$ cat src/rtl/winequality_red_feature_loader.sv
// rtl/winequality_red_feature_loader.sv - serial feature loader and result port for the winequality_redtnn classifier
module winequality_red_feature_loader #(
    parameter int N      = 11,
    parameter int B      = 4,
    parameter int C      = 6,
    parameter int SETTLE = 1
) (
    input  logic                 clk,
    input  logic                 rst_n,
    input  logic                 feat_valid,
    output logic                 feat_ready,
    input  logic [B-1:0]         feat_data,
    input  logic                 feat_last,
    output logic [N*B-1:0]       inp,
    input  logic [$clog2(C)-1:0] klass,
    output logic                 res_valid,
    input  logic                 res_ready,
    output logic [$clog2(C)-1:0] res_klass,
    output logic                 res_bad,
    output logic                 frame_err,
    output logic [15:0]          sample_cnt
);

    localparam int CW  = $clog2(C);
    localparam int IW  = $clog2(N);
    localparam int SCW = (SETTLE < 2) ? 1 : $clog2(SETTLE + 1);

    localparam logic [IW-1:0]  IDX_LAST  = IW'(N - 1);
    localparam logic [CW:0]    C_LIMIT   = (CW + 1)'(C);
    localparam logic [CW-1:0]  C_MAX     = CW'(C - 1);
    localparam logic [SCW-1:0] SETTLE_LD = SCW'(SETTLE);
    localparam logic [SCW-1:0] SETTLE_END = SCW'(1);

    typedef enum logic [1:0] {
        S_LOAD   = 2'd0,
        S_SETTLE = 2'd1,
        S_OUT    = 2'd2
    } state_t;

    state_t         state;
    logic [IW-1:0]  idx;
    logic [SCW-1:0] settle_cnt;
    logic [15:0]    sample_cnt_q;
    logic           klass_bad;

    // Classifier codes at or above C are not legal classes; flag and clamp them.
    assign klass_bad  = ({1'b0, klass} >= C_LIMIT);

    // Beats are only taken while collecting a frame.
    assign feat_ready = (state == S_LOAD);
    assign sample_cnt = sample_cnt_q;

    // Frame collection, settle timing, result capture and handoff.
    always_ff @(posedge clk or negedge rst_n) begin
        if (!rst_n) begin
            state        <= S_LOAD;
            idx          <= '0;
            settle_cnt   <= '0;
            inp          <= '0;
            res_valid    <= 1'b0;
            res_klass    <= '0;
            res_bad      <= 1'b0;
            frame_err    <= 1'b0;
            sample_cnt_q <= '0;
        end else begin
            frame_err <= 1'b0;
            unique case (state)
                S_LOAD: begin
                    if (feat_valid) begin
                        // First beat drifts up to the MSB nibble as later beats arrive.
                        inp <= {inp[N*B-B-1:0], feat_data};
                        if (idx == IDX_LAST && feat_last) begin
                            state      <= S_SETTLE;
                            settle_cnt <= SETTLE_LD;
                            idx        <= '0;
                        end else if (idx == IDX_LAST || feat_last) begin
                            // Wrong length: drop the frame; the bad beat is consumed.
                            frame_err <= 1'b1;
                            idx       <= '0;
                        end else begin
                            idx <= idx + IW'(1);
                        end
                    end
                end
                S_SETTLE: begin
                    if (settle_cnt == SETTLE_END) begin
                        res_klass <= klass_bad ? C_MAX : klass;
                        res_bad   <= klass_bad;
                        res_valid <= 1'b1;
                        state     <= S_OUT;
                    end else begin
                        settle_cnt <= settle_cnt - SCW'(1);
                    end
                end
                S_OUT: begin
                    if (res_ready) begin
                        res_valid    <= 1'b0;
                        sample_cnt_q <= sample_cnt_q + 16'd1;
                        state        <= S_LOAD;
                    end
                end
                default: begin
                    state <= S_LOAD;
                end
            endcase
        end
    end

endmodule

$ cat config.mk
export PLATFORM = sky130hd
export DESIGN_NAME = winequality_red_feature_loader
export DESIGN_NICKNAME = d
export VERILOG_FILES = /design/src/rtl/winequality_red_feature_loader.sv
export SDC_FILE = /design/constraint.sdc
export NUM_CORES = 1
export LEC_CHECK = 0
export ABC_AREA = 0
export CORE_ASPECT_RATIO = 0.5
export CORE_MARGIN = 1.5
export CORE_UTILIZATION = 45
export DETAILED_ROUTE_END_ITERATION = 7
export GPL_TIMING_DRIVEN = 1
export PLACE_DENSITY = 0.77
export SLEW_MARGIN = 0
export SYNTH_ARGS = -nofsm -noshare
export SYNTH_HDL_FRONTEND = slang
export SYNTH_SLANG_ARGS = --single-unit
$ cat constraint.sdc
create_clock -name clk -period 1.8 [get_ports clk]
set_clock_uncertainty 0.05 [all_clocks]
set_input_delay 0.36 -clock clk [delete_from_list [all_inputs] [get_ports clk]]
set_output_delay 0.36 -clock clk [all_outputs]
set_load 0.01 [all_outputs]
==> results.py, run 1 <==
metrics = {
    "setup_path": {
        "cp_top_family": "buffers and inverters",
        "slowest_delay_ns": 0.57,
        "crit_chain": "clkdlybuf4s50_1",
        "crit_required_ns": 1.39,
        "r2r_setup_slack_ns": 0.13,
        "slowest_stage": "clkdlybuf4s50_1",
        "arrival_ns": 1.34,
        "crit_buf_inv": 1,
        "worst_setup_path_start_kind": "flip-flop",
        "path_class": "flip-flop to output pin",
        "endpoint_kind": "output pin",
        "crit_path_max_fanout": 6,
    },
    "timing": {
        "finalCritPeriodShare_pct": 97.0,
        "fin_setup_tns_ns": 0,
        "drv_slew": 0,
        "maxSlewHeadroom_pct": 78.3,
        "worstMarginPinSlew_ns": 0.325,
        "fmax_ghz": 0.573,
        "hold_violations": 0,
        "period_needed_ns": 1.75,
        "setup_viol": 0,
        "rsz0062_at_grt": "false",
    },
    "clocking": {
        "cts_tree": "built",
        "clock-root-buffer": "clkbuf_16",
        "numCtsBuffers": 9,
        "cts_sinks": 73,
        "htreeDepth": 3,
        "max-clock-path-buffers": 2,
        "clkLatencyLatePin_ns": 0.33,
        "path_clk_slew_ns": 0.06,
    },
    "routing": {
        "drc": 0,
        "routed-via-count": 2344,
        "ant_nets": 0,
        "drt-pass1-iter-count": 4,
        "vias_per_cell": 4.75,
        "wl_per_cell_um": 13.5,
        "wl_um": 6680,
        "drt_iter0_drc": 95,
    },
    "die": {
        "dieArea_um2": 7330,
        "top_level_ports": 79,
        "rows": 20,
        "start_util_pct": 48.5,
        "die_w_um": 120,
        "fp.dieH_um": 61.3,
        "coreArea_um2": 6310,
    },
    "power_and_ir_drop": {
        "powerDensity_nw_per_um2": 1090,
        "irDropWorstVdd_mv": 0.687,
        "p_leak_uw": 0.00217,
        "total_power_uw": 4720,
    },
    "logic_synthesis": {
        "yosysTopAreaCell": "dfrtp_1",
        "yosysTopAreaCellShare_pct": 59.7,
        "synth_top_family_by_area": "simple AND/OR/NAND/NOR gates",
        "synth_most_common_cell": "nand2_1",
        "synth-edff-count": 0,
        "syn-num-nets": 326,
        "synth_simple_gate_area_share_pct": 27.0,
        "yosys_warnings": 0,
        "ys_top_cells_by_count": "nand2_1, dfrtp_1, xnor2_1, o21ai_0",
        "synth-xor-area-share_pct": 4.29,
        "synthAdderAreaFrac_pct": 2.04,
        "syn_avg_cell_area_um2": 9.90,
        "synthMuxAreaShare_pct": 0.736,
        "synth_seq_cells": 73,
        "ys_seq_area_share_pct": 59.7,
        "ys.flop_type": "dfrtp_1",
        "yosysUniqueCellTypes": 35,
        "syn-cell-area_um2": 3060,
        "async_flop_share_pct": 100,
        "syn-instance-count": 309,
        "synthTopCellsByArea": "dfrtp_1, nand2_1, xnor2_1",
        "synth-compound-area-share_pct": 2.86,
    },
    "placement": {
        "dp_hpwl_um": 4440,
        "dpl_cell_area_um2": 3960,
        "io_buffers": 78,
        "place.gp.congestion": 0.734,
    },
    "outcome": {
        "run_status": "completed",
    },
    "grt": {
        "grt_pass1_vias": 2361,
        "grt_pass1_wl_um": 11100,
        "grt_use_total_pct": 19.9,
        "overflow": 0,
        "antenna_found_initial": 0,
        "grt_max_degree": 62,
    },
    "run": {
        "maxCapViolCount": 0,
    },
    "min_path": {
        "hp-class": "flip-flop to flip-flop",
    },
    "final_layout": {
        "nets": 417,
        "fin_area_um2": 4340,
        "drive_gt1_share_pct": 10.4,
        "n_antenna_cell": 0,
        "syn2layout_area_growth_pct": 41.9,
    },
}
## path summary, 6_finish.rpt
check / depth (start not counted) / to / startpoint
min: 2 / inp[42] / inp[42]
max reg2reg: 7 / idx[3] / idx[1]
min reg2reg: 2 / inp[42] / inp[42]
min in group asynchronous: 2 / inp[6] / rst_n
max in group asynchronous: 3 / sample_cnt[2] / rst_n
max: 1 / sample_cnt[6] / sample_cnt[6]
## cell usage in the layout (no fill, tap or decap), drive strengths merged, types with 2 or more instances in the layout
cell	count
nand2	151
clkdlybuf4s50	76
dfrtp	73
xnor2	14
buf	13
o21ai	10
clkbuf	10
ha	5
nor2	5
inv	4
nand2b	4
nand3	4
and3	4
nand4	4
a21oi	3
bufinv	3
mux2	2
clkinv	2
nor3b	2
nand3b	2
or2	2
o31ai	2
## tightest hold or removal path: cells and delay by family (launching register included)
| kind | cells | cell delay, ns |
|---|---|---|
| DFF | 1 | 0.34 |
| and+or+nand+nor | 2 | 0.11 |
## flip-flops by register name (all words and copies together) (netlist names)
signal,count
res_bad,1
idx,4
state,2
res_valid,1
inp,44
sample_cnt,16
settle_cnt,1
res_klass,3
frame_err,1
## logic make-up after synthesis
group           Yosys count
simple gates            183
flops                    73
compound gates           16
xor+xnor                 15
buf+inv                  15
fa+ha+maj                 5
mux                       2
## power by group
part           internal (uW)  total, uW  switching, uW
Clock                   1400       2070            678
Combinational            380        697            318
Sequential              1810       1950            140
Total                   3590       4720           1140
## metrics by stage
| step | worst slack [ns] | utilization, % | hold slack (ns) | instances |
|---|---|---|---|---|
| 2_1_floorplan | 0.195 | - | 0.0144 | 309 |
| 3_3_place_gp | 0.0236 | 62.7 | 0.216 | 474 |
| 3_5_place_dp | -0.0301 | 62.7 | 0.219 | 474 |
| 4_1_cts | 0.00563 | 68.6 | 0.403 | 492 |
| 5_1_grt | 0.00491 | 68.8 | 0.458 | 493 |
| 6_report | 0.0535 | 68.8 | 0.430 | 493 |
## repair_timing
item                                    in CTS  in global routing
hold buffers                                 1                  0
gates resized for setup                      2                  2
hold endpoints to repair                    12                  0
endpoints found under the setup margin       1                  5
buffers inserted                             1                  1
## final cells by class
cell class / count / area [um^2]
inverter: 4 / 15.0
timing repair buffer: 91 / 900
tap: 88 / 110
multi-input combinational: 221 / 1130
clock buffer: 10 / 239
clock inverter: 6 / 115
fill: 493 / 1960
sequential: 73 / 1830
## routing by layer
layer	wire length (um)	vias up	part of all wire [%]	track usage, %
met3	284	7	4.3	6.76
met4	69	0	1.0	5.78
met2	3400	44	51	35.9
met1	2920	1137	44	23.5
met5	0	-	0	0
li1	-	1156	-	-
(Power assumes the default switching activity.)
==> run 2, diff against run 1 <==
Settings changed: CORE_UTILIZATION 45 to 48, PLACE_DENSITY 0.77 to 0.81.
==> results.py, run 2 (same netlist as run 1, synthesis figures left out) <==
metrics = {
    "timing": {
        "worstMarginPinSlew_ns": 0.318,
        "hold_violations": 0,
        "drv_slew": 0,
        "final.setup.worst_slack_ns": 0.0648,
        "fmax_ghz": 0.576,
        "hold_ws_ns": 0.422,
        "period_needed_ns": 1.74,
        "setup_viol": 0,
        "rsz0062_at_grt": "false",
        "maxSlewHeadroom_pct": 78.8,
        "fin_setup_tns_ns": 0,
        "finalCritPeriodShare_pct": 96.4,
    },
    "final_layout": {
        "layout_common_cells": "nand2_1, clkdlybuf4s50_1, dfrtp_1, xnor2_1",
        "n_antenna_cell": 0,
        "fin_area_um2": 4220,
        "mostFrequentLayoutCell": "nand2_1",
        "fill_cells": 479,
        "top_register": "inp",
        "final_cells": 487,
        "syn2layout_area_growth_pct": 37.9,
        "largest_reg_flops": 44,
        "drive_gt1_share_pct": 8.52,
        "nets": 414,
    },
    "die": {
        "coreArea_um2": 6110,
        "top_level_ports": 79,
        "rows": 20,
        "die_w_um": 116,
        "fp.dieH_um": 59.5,
        "dieArea_um2": 6890,
        "start_util_pct": 50.1,
    },
    "setup_path": {
        "reg2regPathDepth": 8,
        "crit_required_ns": 1.39,
        "path_class": "flip-flop to output pin",
        "path_depth": 1,
        "crit_path_max_fanout": 5,
        "endpoint_kind": "output pin",
        "worst_setup_path_start_kind": "flip-flop",
        "slowest_delay_ns": 0.57,
        "slowest_stage": "clkdlybuf4s50_1",
        "crit_buf_inv": 1,
        "cp_top_family": "buffers and inverters",
        "arrival_ns": 1.33,
        "crit_chain": "clkdlybuf4s50_1",
    },
    "routing": {
        "wl_um": 6400,
        "drt_iter0_drc": 132,
        "wl_per_cell_um": 13.1,
        "drc": 0,
        "vias_per_cell": 4.80,
        "ant_nets": 0,
        "routed-via-count": 2336,
        "drt-pass1-iter-count": 5,
    },
    "outcome": {
        "run_status": "completed",
    },
    "placement": {
        "dpl_cell_area_um2": 3940,
        "dp_hpwl_um": 4370,
        "post-place-ws_ns": -0.0410,
        "io_buffers": 78,
        "place.gp.congestion": 0.810,
        "dp_cells": 472,
    },
    "grt": {
        "grt_pass1_vias": 2343,
        "grt_max_degree": 62,
        "grt_pass1_wl_um": 10700,
        "antenna_found_initial": 0,
        "grt_use_total_pct": 20.4,
        "overflow": 0,
    },
    "min_path": {
        "hp-class": "primary input to asynchronous set/reset pin",
    },
    "clocking": {
        "cts_tree": "built",
        "clock-root-buffer": "clkbuf_16",
        "path_clk_slew_ns": 0.05,
        "htreeDepth": 3,
        "max-clock-path-buffers": 2,
        "cts_sinks": 73,
        "clkLatencyLatePin_ns": 0.31,
        "numCtsBuffers": 9,
    },
    "power_and_ir_drop": {
        "powerDensity_nw_per_um2": 988,
        "irDropWorstVdd_mv": 0.532,
        "p_leak_uw": 0.00211,
    },
    "run": {
        "maxCapViolCount": 0,
    },
}
## run 2: cell count changes in the layout (fill, tap and decap cells not counted), sizes merged
| cell | change |
|---|---|
| buf | -3 |
| bufinv | -3 |
| clkbuf | +2 |
| clkinv | -1 |
| clkinvlp | -1 |
## run 2: worst register-to-register path: cells and delay by family, from the launching register on
kind | cells | cell delay, ns
flops | 1 | 0.38
compound gates | 1 | 0.20
buf+inv | 1 | 0.06
fa+ha+maj | 2 | 0.39
simple gates | 4 | 0.50
## run 2: metrics by stage
step,total power (uW),util (%)
floorplan,2220,-
global placement,2640,64.5
detailed placement,2670,64.5
CTS,4210,68.8
global route,4370,69.1
finish,4170,69.1
## run 2: power by group
part | switching, uW | internal [uW] | leakage, uW
Clock | 579 | 944 | 0.000124
Sequential | 138 | 1810 | 0.000947
Combinational | 319 | 376 | 0.00104
Total | 1040 | 3130 | 0.00211
## run 2: what timing repair did
| item | 4_1_cts | 5_1_grt |
|---|---|---|
| hold endpoints to repair | 12 | 0 |
| endpoints found under the setup margin | 1 | 3 |
| pin swaps | 0 | 0 |
| buffers inserted | 0 | 1 |
| hold buffers | 1 | 0 |
| resized for setup | 2 | 2 |
| gates cloned | 0 | 0 |
## run 2: final cells by class
type / count / area (um^2) / share of cell area (%)
clock buffers: 12 / 246 / 5.84
clock inverters: 1 / 5.00 / 0.119
inverters: 4 / 15.0 / 0.356
multi-input cells: 221 / 1140 / 26.9
flip-flops and latches: 73 / 1830 / 43.4
well taps: 88 / 110 / 2.61
repair buffers: 88 / 877 / 20.8
## run 2: path summary, 6_finish.rpt
path,from,end,slack (ns)
min in group clk,sample_cnt[15],sample_cnt[15],0.42
min reg2reg,sample_cnt[15],sample_cnt[15],0.42
max in group asynchronous,rst_n,sample_cnt[2],0.64
max,sample_cnt[3],sample_cnt[3],0.06
max reg2reg,idx[0],idx[3],0.13
min,rst_n,inp[2],0.42
## run 2: per-layer routing
layer,up-vias,global-route usage (%),part of all wire (%)
met4,0,8.36,1.7
met2,57,34.8,50
met1,1117,25.0,45
met5,-,0,0
met3,14,5.42,3.5
li1,1148,-,-
